File: src/rtl/axi_aes_pkg.sv
// Shared constants, status record layout and status-word formatting for the AES S2MM status path.
package axi_aes_pkg;

  localparam int unsigned STS_WORDS = 5;
  localparam int unsigned CNT_W     = 23;
  localparam int unsigned SEQ_W     = 16;
  localparam int unsigned WIDX_W    = 3;
  localparam int unsigned SUM_W     = CNT_W + 1;

  localparam logic [31:0]      STS_FLAG = 32'h5000_0000;
  localparam logic [CNT_W-1:0] CNT_MAX  = '1;

  typedef struct packed {
    logic [CNT_W-1:0] count;
    logic             ovf;
    logic             err;
    logic [SEQ_W-1:0] seq;
  } sts_rec_t;

  typedef enum logic {
    ST_IDLE,
    ST_SEND
  } sts_state_t;

  // Status word idx of the five-word record presented to the DMA
  function automatic logic [31:0] sts_word(input sts_rec_t rec, input logic [WIDX_W-1:0] idx);
    case (idx)
      3'd0:    sts_word = STS_FLAG;
      3'd1:    sts_word = {16'h0, rec.seq};
      3'd2:    sts_word = {30'h0, rec.ovf, rec.err};
      3'd4:    sts_word = {9'h0, rec.count};
      default: sts_word = 32'h0;
    endcase
  endfunction

endpackage

File: src/rtl/axi_aes_sts_fifo.sv
// Small synchronous FIFO of completed-frame status records with registered occupancy flags.
module axi_aes_sts_fifo
  import axi_aes_pkg::*;
#(
  parameter int unsigned DEPTH = 4
) (
  input  logic     clk,
  input  logic     rst,
  input  logic     push,
  input  sts_rec_t din,
  input  logic     pop,
  output sts_rec_t dout,
  output logic     full,
  output logic     empty
);

  localparam int unsigned AW = (DEPTH > 1) ? $clog2(DEPTH) : 1;
  localparam int unsigned CW = $clog2(DEPTH + 1);

  sts_rec_t      mem [DEPTH];
  logic [AW-1:0] wr_ptr;
  logic [AW-1:0] rd_ptr;
  logic [CW-1:0] count;
  logic [CW-1:0] count_next;
  logic          do_push;
  logic          do_pop;

  assign do_push = push & (count != CW'(DEPTH));
  assign do_pop  = pop & (count != '0);
  assign dout    = mem[rd_ptr];

  always_comb begin
    count_next = count;
    case ({do_push, do_pop})
      2'b10:   count_next = count + CW'(1);
      2'b01:   count_next = count - CW'(1);
      default: count_next = count;
    endcase
  end

  always_ff @(posedge clk) begin
    if (rst) begin
      wr_ptr <= '0;
      rd_ptr <= '0;
      count  <= '0;
      full   <= 1'b0;
      empty  <= 1'b1;
    end else begin
      if (do_push) wr_ptr <= (wr_ptr == AW'(DEPTH - 1)) ? '0 : wr_ptr + AW'(1);
      if (do_pop)  rd_ptr <= (rd_ptr == AW'(DEPTH - 1)) ? '0 : rd_ptr + AW'(1);
      count <= count_next;
      full  <= (count_next == CW'(DEPTH));
      empty <= (count_next == '0);
    end
  end

  // Storage carries no reset; occupancy alone defines validity
  always_ff @(posedge clk) begin
    if (do_push) mem[wr_ptr] <= din;
  end

endmodule

File: src/rtl/axi_aes_s2mm_sts.sv
// AES-to-DMA S2MM pass-through that counts frame bytes/errors and emits a five-word status record per frame.
module axi_aes_s2mm_sts
  import axi_aes_pkg::*;
#(
  parameter int unsigned C_S_AXIS_S2MM_TDATA_WIDTH     = 128,
  parameter int unsigned C_S_AXIS_S2MM_STS_TDATA_WIDTH = 32,
  parameter int unsigned C_STS_FIFO_DEPTH              = 4
) (
  input  logic                                       s_axi_s2mm_aclk,
  input  logic                                       s2mm_reset,
  input  logic [C_S_AXIS_S2MM_TDATA_WIDTH-1:0]       aes_tdata,
  input  logic [C_S_AXIS_S2MM_TDATA_WIDTH/8-1:0]     aes_tkeep,
  input  logic                                       aes_tvalid,
  input  logic                                       aes_tlast,
  input  logic                                       aes_terr,
  output logic                                       aes_tready,
  output logic [C_S_AXIS_S2MM_TDATA_WIDTH-1:0]       m_axis_s2mm_tdata,
  output logic [C_S_AXIS_S2MM_TDATA_WIDTH/8-1:0]     m_axis_s2mm_tkeep,
  output logic                                       m_axis_s2mm_tvalid,
  output logic                                       m_axis_s2mm_tlast,
  input  logic                                       m_axis_s2mm_tready,
  output logic [C_S_AXIS_S2MM_STS_TDATA_WIDTH-1:0]   s_axis_s2mm_sts_tdata,
  output logic [C_S_AXIS_S2MM_STS_TDATA_WIDTH/8-1:0] s_axis_s2mm_sts_tkeep,
  output logic                                       s_axis_s2mm_sts_tvalid,
  output logic                                       s_axis_s2mm_sts_tlast,
  input  logic                                       s_axis_s2mm_sts_tready
);

  localparam int unsigned KW = C_S_AXIS_S2MM_TDATA_WIDTH / 8;
  localparam int unsigned SW = C_S_AXIS_S2MM_STS_TDATA_WIDTH;

  function automatic logic [SUM_W-1:0] popcount(input logic [KW-1:0] k);
    popcount = '0;
    for (int i = 0; i < KW; i++) popcount = popcount + SUM_W'(k[i]);
  endfunction

  logic             fifo_full;
  logic             fifo_empty;
  logic             full_eff;
  logic             stall;
  logic             beat_hs;
  logic             push;
  logic             pop;
  logic [CNT_W-1:0] byte_count;
  logic             err;
  logic             ovf;
  logic [SEQ_W-1:0] seq;
  logic [SUM_W-1:0] sum;
  logic [CNT_W-1:0] count_next;
  logic             ovf_next;
  logic             err_next;
  sts_rec_t         push_rec;
  sts_rec_t         head_rec;

  sts_state_t        state;
  sts_state_t        state_next;
  logic [WIDX_W-1:0] widx;
  logic [WIDX_W-1:0] widx_next;
  logic [SW-1:0]     sts_data;
  logic [SW-1:0]     sts_data_next;
  logic              sts_last;
  logic              sts_last_next;

  // Pass-through data path; only a closing beat waits for FIFO space
  assign full_eff           = fifo_full & ~s2mm_reset;
  assign stall              = aes_tvalid & aes_tlast & full_eff;
  assign m_axis_s2mm_tdata  = aes_tdata;
  assign m_axis_s2mm_tkeep  = aes_tkeep;
  assign m_axis_s2mm_tlast  = aes_tlast;
  assign m_axis_s2mm_tvalid = aes_tvalid & ~stall;
  assign aes_tready         = m_axis_s2mm_tready & ~stall;
  assign beat_hs            = aes_tvalid & aes_tready;
  assign push               = beat_hs & aes_tlast;

  // Saturating byte count; ovf only when a beat would exceed the maximum
  always_comb begin
    sum        = {1'b0, byte_count} + popcount(aes_tkeep);
    count_next = sum[CNT_W-1:0];
    ovf_next   = ovf;
    err_next   = err | aes_terr;
    if (sum > SUM_W'(CNT_MAX)) begin
      count_next = CNT_MAX;
      ovf_next   = 1'b1;
    end
  end

  assign push_rec = '{count: count_next, ovf: ovf_next, err: err_next, seq: seq};

  always_ff @(posedge s_axi_s2mm_aclk) begin
    if (s2mm_reset) begin
      byte_count <= '0;
      err        <= 1'b0;
      ovf        <= 1'b0;
      seq        <= '0;
    end else if (beat_hs) begin
      if (aes_tlast) begin
        byte_count <= '0;
        err        <= 1'b0;
        ovf        <= 1'b0;
        seq        <= seq + SEQ_W'(1);
      end else begin
        byte_count <= count_next;
        err        <= err_next;
        ovf        <= ovf_next;
      end
    end
  end

  axi_aes_sts_fifo #(
    .DEPTH (C_STS_FIFO_DEPTH)
  ) u_fifo (
    .clk   (s_axi_s2mm_aclk),
    .rst   (s2mm_reset),
    .push  (push),
    .din   (push_rec),
    .pop   (pop),
    .dout  (head_rec),
    .full  (fifo_full),
    .empty (fifo_empty)
  );

  // Status sequencer: words are preloaded so tdata holds while the DMA stalls
  always_comb begin
    state_next    = state;
    widx_next     = widx;
    sts_data_next = sts_data;
    sts_last_next = sts_last;
    pop           = 1'b0;
    case (state)
      ST_IDLE: begin
        if (!fifo_empty) begin
          state_next    = ST_SEND;
          widx_next     = '0;
          sts_data_next = SW'(sts_word(head_rec, '0));
          sts_last_next = 1'b0;
        end
      end
      ST_SEND: begin
        if (s_axis_s2mm_sts_tready) begin
          if (widx == WIDX_W'(STS_WORDS - 1)) begin
            state_next    = ST_IDLE;
            widx_next     = '0;
            sts_last_next = 1'b0;
            pop           = 1'b1;
          end else begin
            widx_next     = widx + WIDX_W'(1);
            sts_data_next = SW'(sts_word(head_rec, widx + WIDX_W'(1)));
            sts_last_next = ((widx + WIDX_W'(1)) == WIDX_W'(STS_WORDS - 1));
          end
        end
      end
      default: state_next = ST_IDLE;
    endcase
  end

  always_ff @(posedge s_axi_s2mm_aclk) begin
    if (s2mm_reset) begin
      state    <= ST_IDLE;
      widx     <= '0;
      sts_data <= '0;
      sts_last <= 1'b0;
    end else begin
      state    <= state_next;
      widx     <= widx_next;
      sts_data <= sts_data_next;
      sts_last <= sts_last_next;
    end
  end

  assign s_axis_s2mm_sts_tvalid = (state == ST_SEND);
  assign s_axis_s2mm_sts_tdata  = sts_data;
  assign s_axis_s2mm_sts_tlast  = sts_last;
  assign s_axis_s2mm_sts_tkeep  = {(SW/8){1'b1}};

endmodule

File: config.mk
export PLATFORM = sky130hd
export DESIGN_NAME = axi_aes_s2mm_sts
export DESIGN_NICKNAME = d
export VERILOG_FILES = /design/src/rtl/axi_aes_pkg.sv /design/src/rtl/axi_aes_sts_fifo.sv /design/src/rtl/axi_aes_s2mm_sts.sv
export SDC_FILE = /design/constraint.sdc
export NUM_CORES = 1
export LEC_CHECK = 0
export ABC_AREA = 1
export CAP_MARGIN = 20
export CORE_UTILIZATION = 45
export CTS_BUF_LIST = sky130_fd_sc_hd__clkbuf_8
export CTS_CLUSTER_SIZE = 8
export DETAILED_ROUTE_END_ITERATION = 10
export GPL_TIMING_DRIVEN = 1
export PLACE_DENSITY_LB_ADDON = 0.12
export SLEW_MARGIN = 5
export SYNTH_ARGS = -nofsm -noshare
export SYNTH_HDL_FRONTEND = slang
export SYNTH_HIERARCHICAL = 1
export SYNTH_SLANG_ARGS = --single-unit
File: constraint.sdc
create_clock -name s_axi_s2mm_aclk -period 9.2 [get_ports s_axi_s2mm_aclk]
set_clock_uncertainty 0.05 [all_clocks]
set_input_delay 0.92 -clock s_axi_s2mm_aclk [delete_from_list [all_inputs] [get_ports s_axi_s2mm_aclk]]
set_output_delay 0.92 -clock s_axi_s2mm_aclk [all_outputs]
set_load 0.05 [all_outputs]
==> key figures, run 1 <==
Pwr
  • PwrDens: between 150 and 200 nW/um2
  • Total chip power: approximately 2.5 mW
  • Worst VDD drop: around 0.00013 V
  • Sequential share of power: 48.9%
  • Sw Pwr: 0.668 mW
  • Combinational power share: a little over an eighth
  • Switching share of power: about a quarter
  • Clock power share: between 30 and 40%
  • Leak: between 4 and 5 nW
  • Internal Power: between 1.5 and 2 mW

STA
  • Final TNS setup: 0 ns
  • Final Max Tran Viols: 0
  • Crit share post-route: 52.4%
  • Slew HR: ~33%
  • Fin. Hold Viols: 0
  • Max Fclk: just over 0.2 GHz
  • Tmin final: slightly below 5 ns
  • Final setup vio count: 0
  • RSZ-0062 raised after global routing: false
  • Pin slew with the least headroom to its limit: between 0.9 and 1 ns

Yosys
  • Most frequent cells after synthesis: 183 x nand2_1, 166 x buf_4, 164 x edfxtp_1, 130 x nor2_1, 96 x inv_1
  • Syn_area_per_cell: between 9 and 10 um2
  • Area leader, netlist: edfxtp_1
  • Main combinational cell family by area after synthesis: buffers and inverters
  • Top-count cell post-synth: nand2_1
  • Yosys cell types: approximately 40
  • Predominant post-synthesis flop cell: edfxtp_1
  • Synth Area in XOR/XNOR: 0.866%
  • Asr flop ratio synth: 0%
  • Register area share after synthesis: 54.0%
  • Synth Area in Compound Gates: a little over a tenth
  • Mapped Area: between 10000 and 15000 um2
  • Post-synth EDFFs: 164
  • Mapped Cells: 1235
  • Simple-gate area share of the yosys netlist: between 10 and 15%
  • Yosys reg bits: roughly 250
  • Area contributors post-synth: edfxtp_1 41%, dfxtp_1 13%, buf_4 10%
  • Adder-cell share of the synthesized area: ~4.2%
  • Yosys warns: 6
  • Synth top area share: about two fifths
  • Multiplexer area fraction after synthesis: 0%

Clocking
  • H-tree depth: 2
  • Clock slew at reported path FFs: 0.06 ns
  • CTS tree: done
  • Clock Latency Late Sink: roughly 0.54 ns
  • # clock sinks: around 250
  • Post_cts resized: 0
  • Hold buffers post-CTS: 0
  • CTS root buf: clkbuf_8
  • Post-CTS setup buffer count: 0
  • CTS Buf Count: 41
  • Clk buf depth: 3

Drt
  • DRT iter0 DRCs: 478
  • Post-DRT Antenna Nets: 0
  • Routed wire per std cell: around 21 um
  • Drc violations: 30
  • Via density per instance: 5.28
  • DR vias: between 8000 and 9000
  • Drt pass-1 iters: 8
  • Final wirelength: between 30 and 40 mm

GRT
  • Met2 usage: a little under two fifths
  • Largest net degree at the start of global routing: 63
  • Global-route met3 utilization: 10.4%
  • Busiest grt layer: met2
  • GRT met1 Usage: approximately a quarter
  • Initial antenna violation count: 0
  • Vias in the first global route: about 7500
  • Gr usage total: 22.7%
  • GR Overflow Total: 0
  • First-pass GRT wire length: ~47 mm

Die
  • Row count: about 60
  • Num ports: between 300 and 400
  • Die boundary height: ~170 um
  • Die width: ~170 um
  • Starting Density: a little under half
  • Die area: 27600 um2
  • Placeable Area: roughly 26000 um2

Placed design
  • PortBufs: 68
  • Post-DP HPWL: between 20 and 25 mm
  • Placed Cells: 1451
  • GPL Wtd Cong: slightly above 0.8

Setup path
  • R2R cell count: 14
  • Startpoint types: input port
  • Worst setup EP type: flop
  • Worst r2r src: byte_count[0]
  • CP Class: input port to flop
  • Critical Path Fanout Max: 23
  • R2R Setup Slk: approximately 5.4 ns
  • WP data arrival: 5.23 ns
  • RR Endpoint: byte_count[2]
  • Worst EP required: between 9 and 10 ns

Status
  • Status: complete, but fails checks
  • Failing checks: DRC

Finish
  • Share of cells above drive strength 1: under 10%
  • Non-filler instance count after layout: roughly 1500
  • Layout Nets: between 1000 and 1500
  • # diodes: 0
  • Area growth syn-to-layout: 4.83%

Min path
  • Worst Hold Path EP: s_axis_s2mm_sts_tvalid
  • Worst Hold Class: flop to flop
  • Hold path cells: 1
  • Min-delay src: u_fifo/empty

Run
  • Maxcap violations: 0
==> cell type report <==
type	count	area (um2)
tap	335	419
inverter	102	383
multi-input combinational	692	3800
timing repair buffer	77	743
fill	2434	13600
clock inverter	27	160
clock buffer	48	661
sequential	245	6550
==> power groups by stage <==
stage          sequential, mW  combinational [mW]  clock (mW)
6_report                 1.24               0.340       0.954
5_1_grt                  1.24               0.384        1.03
4_1_cts                  1.24               0.344       0.976
3_5_place_dp             1.26               0.342           0
3_3_place_gp             1.26               0.340           0
2_1_floorplan            1.28               0.381           0
==> kinds of logic after synthesis <==
| group | after synthesis |
|---|---|
| compound gates | 233 |
| xor+xnor | 12 |
| fa+ha+maj | 33 |
| buf+inv | 307 |
| flops | 245 |
| other cells | 2 |
| simple gates | 403 |
==> metrics by stage <==
stage	utilization, %	setup WS (ns)	cell area (um2)	hold slack [ns]
detailed placement	45.3	3.79	11900	0.377
floorplan	-	4.65	12200	0.361
global placement	45.3	3.84	11900	0.368
global route	48.4	4.10	12700	0.408
CTS	48.4	4.36	12700	0.387
finish	48.4	4.38	12700	0.387
==> placed cells by master, fill, tap and decap left out, drive strengths merged <==
master         count
a32o              14
o21bai             1
nand3             39
nand2            196
nand3b             3
a31oi              1
ha                20
bufinv             2
fa                13
o21ai            104
xor2               7
buf               10
clkdlybuf4s50     67
nor3              10
clkinv             5
or2                2
nor2             137
o221a              1
nand4             15
o22ai             43
clkbuf            48
conb              11
clkinvlp           1
dfxtp             81
a211oi             3
edfxtp           164
xnor2              5
inv              121
a21oi             66
and2               1
==> registers in the layout, summed over array words and instances (netlist names), 2 cells and up, named ones only <==
register	flops
u_fifo/mem	164
widx	3
seq	16
u_fifo/wr_ptr	2
byte_count	23
s_axis_s2mm_sts_tdata	24
u_fifo/rd_ptr	2
u_fifo/count	3
==> routing by layer <==
metal	vias up	share of wire [%]	wire (um)
met5	-	0.15	48
met4	2	2.1	661
met3	67	12	3720
met2	382	47	14900
met1	3739	39	12200
li1	3862	-	-
==> worst max-delay path by stage <==
stage	from	endpoint	cells past startpoint
after global placement	aes_tkeep[0]	byte_count[2]	14
after detailed placement	aes_tkeep[0]	byte_count[2]	14
after global routing	aes_tkeep[5]	byte_count[14]	18
after CTS	aes_tkeep[5]	byte_count[2]	14
final	aes_tkeep[5]	byte_count[2]	16
after floorplan	aes_tkeep[0]	u_fifo/mem[0][32]	15
==> critical path, stage by stage <==
cell,delay (ns)
clkdlybuf4s50_1,0.48
inv_1,0.06
fa_1,0.55
fa_1,0.44
fa_1,0.43
fa_1,0.51
inv_1,0.07
ha_1,0.28
nand2_1,0.10
nor2_4,0.13
nand3_2,0.10
nand2_4,0.13
nand4_4,0.41
o21ai_0,0.39
nand2_1,0.10
a21oi_1,0.14
Power figures use the tool's default switching activity.
==> inputs of run 2 (changes only) <==
- clock period: 9.2 -> 4.1 ns (I/O delays scaled with it)
==> key figures, run 2 (synthesized netlist as in run 1, its figures left out) <==
Pwr
  • Leak: between 5 and 6 nW
  • Total chip power: 5.91 mW
  • Worst VDD drop: ~0.00034 V
  • PwrDens: ~450 nW/um2

Drt
  • DRT iter0 DRCs: between 500 and 600
  • DR vias: between 8000 and 9000
  • Via density per instance: around 5.2
  • Drt pass-1 iters: 11
  • Drc violations: 28
  • Final wirelength: roughly 32 mm
  • Routed wire per std cell: around 21 um
  • Post-DRT Antenna Nets: 0

Die
  • Die area: between 20000 and 30000 um2
  • Placeable Area: around 26000 um2
  • Num ports: 336
  • Starting Density: between 40% and 50%
  • Die width: about 170 um
  • Row count: just under 60
  • Die boundary height: approximately 170 um

Setup path
  • Startpoint types: input port
  • CP max-delay cell: fa_1
  • Worst r2r src: byte_count[0]
  • WP data arrival: about 4.1 ns
  • R2R Setup Slk: ~0.52 ns
  • Worst EP required: 4.44 ns
  • CP Class: input port to flop
  • Worst setup EP type: flop
  • Critical Path Fanout Max: 5
  • RR Endpoint: byte_count[14]
  • R2R cell count: 16
  • Slowest Stage Delay on Critical Path: about 0.56 ns
  • Critical Path, Cell by Cell: dlymetal6s2s_1, fa_1, inv_1, fa_1, fa_1, fa_1, fa_2, inv_2, fa_2, nand2_2, nand2_2, nand3_2, nand2_4, nand2_2, xor2_2, nand2_2, nand2_1, a21oi_1

STA
  • Pin slew with the least headroom to its limit: roughly 0.95 ns
  • Crit share post-route: 91.7%
  • Tmin final: roughly 3.8 ns
  • RSZ-0062 raised after global routing: false
  • Max Fclk: around 0.27 GHz
  • Slew HR: between 30% and 40%
  • Final Max Tran Viols: 0
  • Final TNS setup: 0 ns
  • Final setup vio count: 0
  • Fin. Hold Viols: 0

Placed design
  • Post-DP HPWL: about 22 mm
  • GPL Wtd Cong: 0.826
  • PortBufs: between 60 and 70

GRT
  • Largest net degree at the start of global routing: 83
  • GRT met1 Usage: about a quarter
  • Initial antenna violation count: 0
  • Busiest grt layer: met2
  • Vias in the first global route: around 8000
  • Met2 usage: a little under two fifths
  • GR Overflow Total: 0
  • Global-route met3 utilization: 9.96%
  • Gr usage total: 23.0%
  • First-pass GRT wire length: 48.0 mm

Clocking
  • Clock slew at reported path FFs: 0.06 ns
  • CTS Buf Count: 41
  • Clk buf depth: 3
  • CTS root buf: clkbuf_8
  • # clock sinks: roughly 250
  • Clock Latency Late Sink: between 0.5 and 0.6 ns
  • H-tree depth: 2
  • CTS tree: done
  • Post-CTS setup buffer count: 0

Finish
  • Max reg flops: ~160
  • # diodes: 0
  • Multi-input gate area: 3900 um2
  • Register area: ~6500 um2
  • Number of fill cells: 2467
  • Commonest non-fill, non-tap cells in the layout: 177 x nand2_1, 164 x edfxtp_1, 126 x nor2_1, 115 x inv_1, 80 x dfxtp_1
  • Area growth syn-to-layout: 7.87%
  • Most flop-heavy register: u_fifo/mem
  • Most common cell after layout, fill and taps aside: nand2_1
  • Layout Nets: around 1400
  • Share of cells above drive strength 1: between 10 and 15%

Min path
  • Worst Hold Class: input port to flop
  • Hold path cells: 4
  • Min-delay src: s2mm_reset
  • Worst Hold Path EP: seq[15]

Status
  • Failing checks: DRC
  • Status: complete, but fails checks

Run
  • Maxcap violations: 0
-- run 2: changes by cell type in the layout (fill, tap and decap cells not counted), moves of 4 or more --
cell,previous run,this run
buf_4,9,39
clkdlybuf4s50_1,67,58
dlymetal6s2s_1,0,9
nand2_1,183,177
nand2_2,11,16
nand3_1,33,29
-- run 2: area by class of cell --
type                    instances  share of cell area (%)
inverters                     102                    2.93
repair buffers                109                    7.81
flip-flops and latches        245                    50.0
clock inverters                30                    1.39
multi-input cells             693                    29.8
clock buffers                  46                    4.84
well taps                     335                    3.20
-- run 2: how the worst max path moves through the flow --
stage                  startpoint                end  slack, ns  cells after the start
floorplan            aes_tkeep[0]  u_fifo/mem[0][32]       0.06                     15
global placement     aes_tkeep[0]     byte_count[14]      -0.59                     18
detailed placement   aes_tkeep[0]     byte_count[14]      -0.65                     18
CTS                  aes_tkeep[5]     byte_count[14]       0.03                     18
global route         aes_tkeep[0]     byte_count[20]       0.17                     18
finish              aes_tkeep[11]     byte_count[14]       0.34                     18
-- run 2: critical path, delay by kind of cell --
kind / cells / cell delay (ns)
adder cells (fa/ha/maj): 6 / 2.65
XOR/XNOR: 1 / 0.15
buffers and inverters: 3 / 0.25
AND/OR/NAND/NOR: 7 / 0.61
AO/OA/AOI/OAI: 1 / 0.06
-- run 2: timing repair --
action                                  CTS  global route
hold buffers                              0             0
endpoints found under the setup margin   26            84
pin swaps                                 2            11
resized for setup                         5            26
endpoints found under the hold margin     0             0
gates cloned                              0             1
-- run 2: power by group --
| group | switching [mW] | internal (mW) | total [mW] |
|---|---|---|---|
| clock | 0.955 | 1.16 | 2.11 |
| combinational | 0.616 | 0.410 | 1.03 |
| sequential | 0.0222 | 2.75 | 2.78 |
-- run 2: through the flow --
stage	setup slack (ns)	utilization (%)	instance area, um2	instances	hold WS, ns
after detailed placement	-0.651	46.2	12100	1483	0.395
after CTS	0.0325	49.4	13000	1559	0.283
after floorplan	0.0561	-	12200	1244	0.361
after global routing	0.166	49.8	13100	1560	0.337
after global placement	-0.594	46.2	12100	1483	0.376
final	0.340	49.8	13100	1560	0.307
-- run 2: per-layer routing --
metal  routed length [um]  part of all wire [%]
met5                   48                  0.15
met4                  834                   2.6
met3                 3550                    11
met2                15100                    47
met1                12600                    39
